--- config.mk ---
export PLATFORM = sky130hd
export DESIGN_NAME = dkong_bus_hold
export DESIGN_NICKNAME = d
export VERILOG_FILES = /design/src/rtl/dkong_pkg.sv /design/src/rtl/dkong_bus_hold.sv
export SDC_FILE = /design/constraint.sdc
export NUM_CORES = 1
export LEC_CHECK = 0
export BUFFER_PORTS_ARGS = -buffer_cell sky130_fd_sc_hd__buf_4
export CAP_MARGIN = 20
export CORE_ASPECT_RATIO = 1.75
export CORE_MARGIN = 2
export CORE_UTILIZATION = 52
export CTS_BUF_LIST = sky130_fd_sc_hd__clkbuf_2
export DETAILED_ROUTE_END_ITERATION = 16
export PLACE_DENSITY = 0.7
export SLEW_MARGIN = 0
export SYNTH_ARGS = -nofsm -noshare
export SYNTH_HDL_FRONTEND = slang
export SYNTH_SLANG_ARGS = --single-unit
--- constraint.sdc ---
create_clock -name I_CLK -period 3.56 [get_ports I_CLK]
set_input_delay 0.356 -clock I_CLK [delete_from_list [all_inputs] [get_ports I_CLK]]
set_output_delay 0.356 -clock I_CLK [all_outputs]
set_load 0.02 [all_outputs]
--- src/rtl/dkong_pkg.sv ---
// Shared state encoding and counter widths for the sprite-DMA bus-hold responder.
package dkong_pkg;

    localparam int unsigned HOLD_CNT_W = 16;
    localparam int unsigned TURN_CNT_W = 4;

    typedef enum logic [2:0] {
        IDLE,
        REQ,
        GRANT,
        TURN,
        WAITREL
    } state_t;

endpackage

--- src/rtl/dkong_bus_hold.sv ---
// Bus-hold responder: turns the sprite DMA hold request into a Z80 BUSRQ/BUSAK handshake.
// Optional grant watchdog compiled in with DKONG_BUS_HOLD_WDOG_EN.
module dkong_bus_hold
    import dkong_pkg::*;
#(
    parameter int unsigned            RELEASE_DLY = 2,
    parameter logic [HOLD_CNT_W-1:0]  WDOG_LIMIT  = 16'h1000
) (
    input  logic                  I_CLK,
    input  logic                  I_RST,
    input  logic                  I_CLK_EN,
    input  logic                  I_HRQ,
    input  logic                  I_BUSAKn,
    output logic                  O_BUSRQn,
    output logic                  O_HLDA,
    output logic                  O_BUS_SEL,
    output logic                  O_BUSY,
    output logic [HOLD_CNT_W-1:0] O_HOLD_CNT,
    output logic                  O_WDOG
);

    state_t                  r_state;
    state_t                  w_state_nxt;
    logic [HOLD_CNT_W-1:0]   r_gcnt;
    logic [HOLD_CNT_W-1:0]   w_gcnt_nxt;
    logic [HOLD_CNT_W-1:0]   w_gcnt_inc;
    logic [TURN_CNT_W-1:0]   r_tcnt;
    logic [TURN_CNT_W-1:0]   w_tcnt_nxt;
    logic [HOLD_CNT_W-1:0]   w_hold_cnt_nxt;
    logic                    w_busrq_n_nxt;
    logic                    w_hlda_nxt;
    logic                    w_bus_sel_nxt;
    logic                    r_armed;
    logic                    w_armed;
    logic                    w_wdog_hit;
    logic                    w_wdog_fire;
    logic                    w_release;

`ifdef DKONG_BUS_HOLD_WDOG_EN
    localparam bit WDOG_EN = 1'b1;

    // Sticky record that a grant was cut short; cleared only by reset.
    always_ff @(posedge I_CLK or posedge I_RST) begin
        if (I_RST) begin
            O_WDOG <= 1'b0;
        end else if (I_CLK_EN && w_wdog_fire) begin
            O_WDOG <= 1'b1;
        end
    end
`else
    localparam bit WDOG_EN = 1'b0;

    assign O_WDOG = 1'b0;
`endif

    assign w_gcnt_inc  = (r_gcnt == '1) ? r_gcnt : r_gcnt + HOLD_CNT_W'(1);
    assign w_wdog_hit  = WDOG_EN && (r_gcnt == WDOG_LIMIT - HOLD_CNT_W'(1));
    assign w_wdog_fire = (r_state == GRANT) && I_HRQ && w_wdog_hit;
    assign w_release   = !I_HRQ || w_wdog_hit;
    assign w_armed     = r_armed || !WDOG_EN;

    // After a watchdog cut the DMA must drop HRQ once before it may ask again.
    always_ff @(posedge I_CLK or posedge I_RST) begin
        if (I_RST) begin
            r_armed <= 1'b0;
        end else if (I_CLK_EN) begin
            if (w_wdog_fire) begin
                r_armed <= 1'b0;
            end else if (!I_HRQ) begin
                r_armed <= 1'b1;
            end
        end
    end

    always_ff @(posedge I_CLK or posedge I_RST) begin
        if (I_RST) begin
            r_state <= IDLE;
        end else if (I_CLK_EN) begin
            r_state <= w_state_nxt;
        end
    end

    always_comb begin
        w_state_nxt = r_state;
        case (r_state)
            IDLE:    if (I_HRQ && w_armed) w_state_nxt = REQ;
            REQ: begin
                if (!I_HRQ) begin
                    w_state_nxt = WAITREL;
                end else if (!I_BUSAKn) begin
                    w_state_nxt = GRANT;
                end
            end
            GRANT:   if (w_release) w_state_nxt = TURN;
            TURN:    if (r_tcnt == '0) w_state_nxt = WAITREL;
            WAITREL: if (I_BUSAKn) w_state_nxt = IDLE;
            default: w_state_nxt = IDLE;
        endcase
    end

    // Next values of the registered outputs and counters.
    always_comb begin
        w_busrq_n_nxt  = O_BUSRQn;
        w_hlda_nxt     = O_HLDA;
        w_bus_sel_nxt  = O_BUS_SEL;
        w_hold_cnt_nxt = O_HOLD_CNT;
        w_gcnt_nxt     = r_gcnt;
        w_tcnt_nxt     = r_tcnt;
        case (r_state)
            IDLE: begin
                if (I_HRQ && w_armed) w_busrq_n_nxt = 1'b0;
            end
            REQ: begin
                if (!I_HRQ) begin
                    w_busrq_n_nxt = 1'b1;
                end else if (!I_BUSAKn) begin
                    w_hlda_nxt    = 1'b1;
                    w_bus_sel_nxt = 1'b1;
                    w_gcnt_nxt    = '0;
                end
            end
            GRANT: begin
                w_gcnt_nxt = w_gcnt_inc;
                if (w_release) begin
                    w_hlda_nxt     = 1'b0;
                    w_hold_cnt_nxt = w_gcnt_inc;
                    w_tcnt_nxt     = TURN_CNT_W'(RELEASE_DLY);
                end
            end
            TURN: begin
                if (r_tcnt == '0) begin
                    w_bus_sel_nxt = 1'b0;
                    w_busrq_n_nxt = 1'b1;
                end else begin
                    w_tcnt_nxt = r_tcnt - TURN_CNT_W'(1);
                end
            end
            default: ;
        endcase
    end

    always_ff @(posedge I_CLK or posedge I_RST) begin
        if (I_RST) begin
            O_BUSRQn   <= 1'b1;
            O_HLDA     <= 1'b0;
            O_BUS_SEL  <= 1'b0;
            O_BUSY     <= 1'b0;
            O_HOLD_CNT <= '0;
            r_gcnt     <= '0;
            r_tcnt     <= '0;
        end else if (I_CLK_EN) begin
            O_BUSRQn   <= w_busrq_n_nxt;
            O_HLDA     <= w_hlda_nxt;
            O_BUS_SEL  <= w_bus_sel_nxt;
            O_BUSY     <= (w_state_nxt != IDLE);
            O_HOLD_CNT <= w_hold_cnt_nxt;
            r_gcnt     <= w_gcnt_nxt;
            r_tcnt     <= w_tcnt_nxt;
        end
    end

endmodule

Word level (Yosys, flattened, before mapping)
Cells that the tools add are included. W data, S select, Z words.

Register bits: 43. Output and inout bits: 21. Logic and storage cells: 60.

Add/subtract/negate cells: 2. Eq/ne operators: 12. Multiplexer cells: 24. Bitwise gates (word level): 1. Reduce and logical (&&, ||, !) cells: 13.

Operators by type and width (count): $mux W16 (3); $pmux W16 S2 (1); $mux W3 (6); $add A16 B1 Y16 const B (1); $eq A16 B16 Y1 const B (1); $pmux W3 S5 (1); $reduce_and A5 Y1 (3); $ne A2 B2 Y1 const B (7); $mux W4 (2); $pmux W4 S2 (1); $reduce_and A4 Y1 (2); $mux W1 (7); $eq A3 B2 Y1 const B (2); $reduce_bool A2 Y1 (3); $reduce_bool A3 Y1 (2); $logic_not A4 Y1 (1); $pmux W1 S2 (2); $sub A4 B1 Y4 const B (1); $eq A3 B1 Y1 const B (1); $eq A3 B3 Y1 const B (1); $logic_not A3 Y1 (1); $pmux W1 S3 (1); $reduce_and A3 Y1 (1); $not A1 Y1 (1).

Logic depth before layout (Yosys ltp)
Word-level depth: 4. Mapped depth: 7. Depth with buffers taken out: 7.

Worst setup path before layout
Ideal clock, no wire load.

Path type: reg2reg. Start: register r_gcnt[0]. End: register r_gcnt[3]. Library setup time: 121 ps. Data arrival time: 1663 ps. Setup slack: 1775 ps. Cell stages (with the launch flop): 6. Clock period less this slack: 1785 ps. Path through: dfrtp_1 > ha_1 > nand4_1 > or4_4 > and4_4 > a22o_2.

Word-level cells in the longest chain between the ends: 3.

Ends and longest elaborated chain: start, declared (RTL line dkong_bus_hold.sv:24) `logic [HOLD_CNT_W-1:0] r_gcnt;`; start signal, assigned (RTL line dkong_bus_hold.sv:157) `r_gcnt <= w_gcnt_nxt;`; $add A16 B1 Y16 / $eq A16 B16 Y1 (equally long branches) (RTL line dkong_bus_hold.sv:56) `assign w_gcnt_inc = (r_gcnt == '1) ? r_gcnt : r_gcnt + HOLD_CNT_W'(1);`; $mux W16 (*) (RTL line dkong_bus_hold.sv:56); $pmux W16 S2 (*) (RTL line dkong_bus_hold.sv:109) `case (r_state)`.

Every way passes the cells marked *; elsewhere a longest branch is shown, timed or not. A chain may end at the register's enable or synchronous reset.

Worst setup path after layout
Start: register r_state[2]. End: register O_HOLD_CNT[15].

Word-level cells in the longest chain between the ends: 2.

Ends and longest elaborated chain: start, declared (RTL line dkong_bus_hold.sv:22) `state_t r_state;`; start signal, assigned (RTL line dkong_bus_hold.sv:79) `r_state <= w_state_nxt;`; $eq A3 B2 Y1 (RTL line dkong_bus_hold.sv:109); $reduce_and A3 Y1 (no source line); end signal, assigned (RTL line dkong_bus_hold.sv:156) `O_HOLD_CNT <= w_hold_cnt_nxt;`; end, declared (RTL line dkong_bus_hold.sv:18) `output logic [HOLD_CNT_W-1:0] O_HOLD_CNT,`.

No other way between the ends.

==> results.cfg <==
[clocking]
root_buffer = clkbuf_2
cts_tree = built
holdBufCountCts = 0
clkLatencyLatePin_ns = 0.40
clk_pin_slew_worst_paths_ns = 0.21
cts_buffer_depth = 2
cts.sinks = 43
htreeDepth = 2
numCtsBuffers = 5
postCtsSetupRepairBufs = 0
ctsResizeCount = 0

[synth]
yosysUniqueCellTypes = 49
ys_warn_count = 0
synth-edff-count = 0
syn_inst = 264
synth_ff_type = dfrtp_1
syn_nets = 272
synth_xor_area_share_pct = 3.74
synth_top_family_by_area = simple AND/OR/NAND/NOR gates
seq_area_frac_synth_pct = 46.0
synth-seq-cells = 43
synthArstFlopShare_pct = 100
muxShareOfSynthArea_pct = 1.39
yosys.area_share.adder_pct = 1.60
synth_compound_area_share_pct = 19.9
synth_area_um2 = 2340
avgSynthCellArea_um2 = 8.88
synth-simple-area-share_pct = 22.6

[power_and_ir_drop]
power.density_nw_per_um2 = 584
combPwrFrac_pct = 39.2
irDropWorstVdd_uv = 414
p_sw_share_pct = 40.6
p_total_mw = 1.50
intPower_mw = 0.893
p_clk_share_pct = 13.3
p_leak_nw = 1.13
p_sw_mw = 0.610
seqPwrFrac_pct = 47.5

[drt]
ant_nets = 0
routed_via_density = 5.82
totalWireLength_um = 4920
drtIter0Drc = 54
vias = 1951
dr.pass1.iters = 4
wl_per_cell_um = 14.7
drc = 0

[die]
start_util_pct = 53.7
io_pins = 26
design.die.area_um2 = 5080
num_rows = 32
die_w_um = 54.7
core_um2 = 4360
die_h_um = 92.8

[setup_path]
worst-path-buf-inv = 1
critPathKind = reg2reg
crit_arrival_ns = 2.71
critPathCaptureType = flop
cp_max_fo = 28
required_ns = 3.88
crit_chain = nor2b_1 -> and2_1 -> buf_4 -> nand2_1 -> o31ai_1
start_kind = flop
crit_path_max_incr_delay_ns = 0.51
crit_path_top_delay_cell = dfrtp_1
cp_top_family = simple AND/OR/NAND/NOR gates

[sta]
rsz0062_at_grt = no
setup_violations = 0
drv_slew = 0
slew_headroom_pct = 50.3
fin_hold_ws_ns = 0.0447
hold_violations = 0
fin_crit_sh_pct = 67.2
tightest_slew_ns = 0.744
max_freq_ghz = 0.418
period_needed_ns = 2.39
setup_tns_ns = 0
finClkSkew_ns = 0.0176
fin_ws_ns = 1.17

[grt]
antenna_found_initial = 0
grt_max_degree = 44
first_global_vias = 1836
grt_pass1_wl_um = 8220
track_usage_pct = 21.8
grt.overflow.total = 0
grt_use_met1_pct = 25.0
grt.met2_usage_pct = 38.7
gr-usage-met3_pct = 3.87
busiest_layer = met2

[placed_design]
dpl_cell_area_um2 = 2530
dpl.hpwl_um = 3500
routabilityCongestion = 0.834
portBuffers = 24
dp_slack_ns = 1.18

[cells_and_area]
syn_to_final_growth_pct = 9.72
num_antenna_cells = 0
finalInstanceArea_um2 = 2570
layout_commonest_cell = dfrtp_1
drive_gt1_share_pct = 15.5
final_cell_mix = 42 x dfrtp_1, 33 x nand2_1, 31 x o21ai_0
nets = 291

[worst_hold_path]
hold_class = in2async

[flow_run]
maxCapViolCount = 0

[run_status]
status = finished clean
-- layer usage --
| metal | up-vias | share of wire, % |
|---|---|---|
| met5 | - | 0 |
| met4 | 0 | 1.5 |
| met3 | 7 | 2.4 |
| met2 | 29 | 54 |
| met1 | 923 | 42 |
| li1 | 992 | - |
-- synth_stat cells, types with 3 or more instances --
library cell	instances	area share, %
a31oi_1	7	1.9
nand3_1	14	3.0
nand4_1	7	1.9
dfrtp_1	42	45
nor3_1	4	0.85
nand2_1	33	5.3
buf_2	7	1.5
a21oi_1	18	3.8
and3_1	8	2.1
xor2_1	5	1.9
o21ai_0	31	6.6
inv_1	9	1.4
o22ai_1	3	0.80
xnor2_1	5	1.9
or3_1	3	0.80
nor2_1	17	2.7
nand4b_1	3	1.1
clkbuf_1	6	0.96
o21ai_2	3	1.1
ha_1	3	1.6
-- worst paths after layout --
kind	cells after the start	start	to	slack, ns
worst min register to register	2	O_HOLD_CNT[15]$_DFFE_PP0P_	O_HOLD_CNT[15]$_DFFE_PP0P_	0.51
worst min-delay path	3	I_RST	O_HOLD_CNT[3]$_DFFE_PP0P_	0.04
worst max-delay path	5	r_state[2]$_DFFE_PP0P_	O_HOLD_CNT[15]$_DFFE_PP0P_	1.17
max in group asynchronous	3	I_RST	r_gcnt[1]$_DFFE_PP0P_	3.12
min in group I_CLK	2	I_CLK_EN	r_state[1]$_DFFE_PP0P_	0.18
worst max register to register	5	r_state[2]$_DFFE_PP0P_	O_HOLD_CNT[15]$_DFFE_PP0P_	1.17
-- state kept, by name, indices dropped and copies added, names as in the netlist --
register / flops
r_state: 3
O_BUS_SEL: 1
r_gcnt: 16
O_BUSRQn: 1
O_BUSY: 1
O_HOLD_CNT: 16
O_HLDA: 1
r_tcnt: 4
-- worst min-delay path, cell delays in order --
cell	delay, ns
buf_4	0.11
clkinv_1	0.03
buf_4	0.45
-- power groups by stage --
| stage | clock network (mW) | registers, mW | logic [mW] |
|---|---|---|---|
| final | 0.200 | 0.714 | 0.588 |
| after global routing | 0.225 | 0.737 | 0.664 |
| after CTS | 0.209 | 0.717 | 0.596 |
| after detailed placement | 0 | 0.726 | 0.596 |
| after global placement | 0 | 0.723 | 0.588 |
| after floorplan | 0 | 0.763 | 0.354 |
-- through the flow --
stage	util, %	instances
final	58.9	335
after global routing	58.9	335
after CTS	58.9	335
after detailed placement	58.1	327
after global placement	58.1	327
after floorplan	-	264
-- layout make-up --
class | instances | area [um2]
sequential | 43 | 1080
tap | 51 | 63.8
fill | 409 | 1790
timing repair buffer | 27 | 203
clock buffer | 6 | 30.0
multi-input combinational | 197 | 1160
inverter | 9 | 33.8
clock inverter | 2 | 7.51
-- logic make-up (layout without fill, tap and decap cells) --
group | after synthesis | in the layout
other cells | 1 | 1
fa+ha+maj | 3 | 3
simple gates | 102 | 102
mux | 3 | 3
xor+xnor | 10 | 10
buf+inv | 24 | 44
compound gates | 78 | 78
flops | 43 | 43
(Power assumes the default switching activity.)
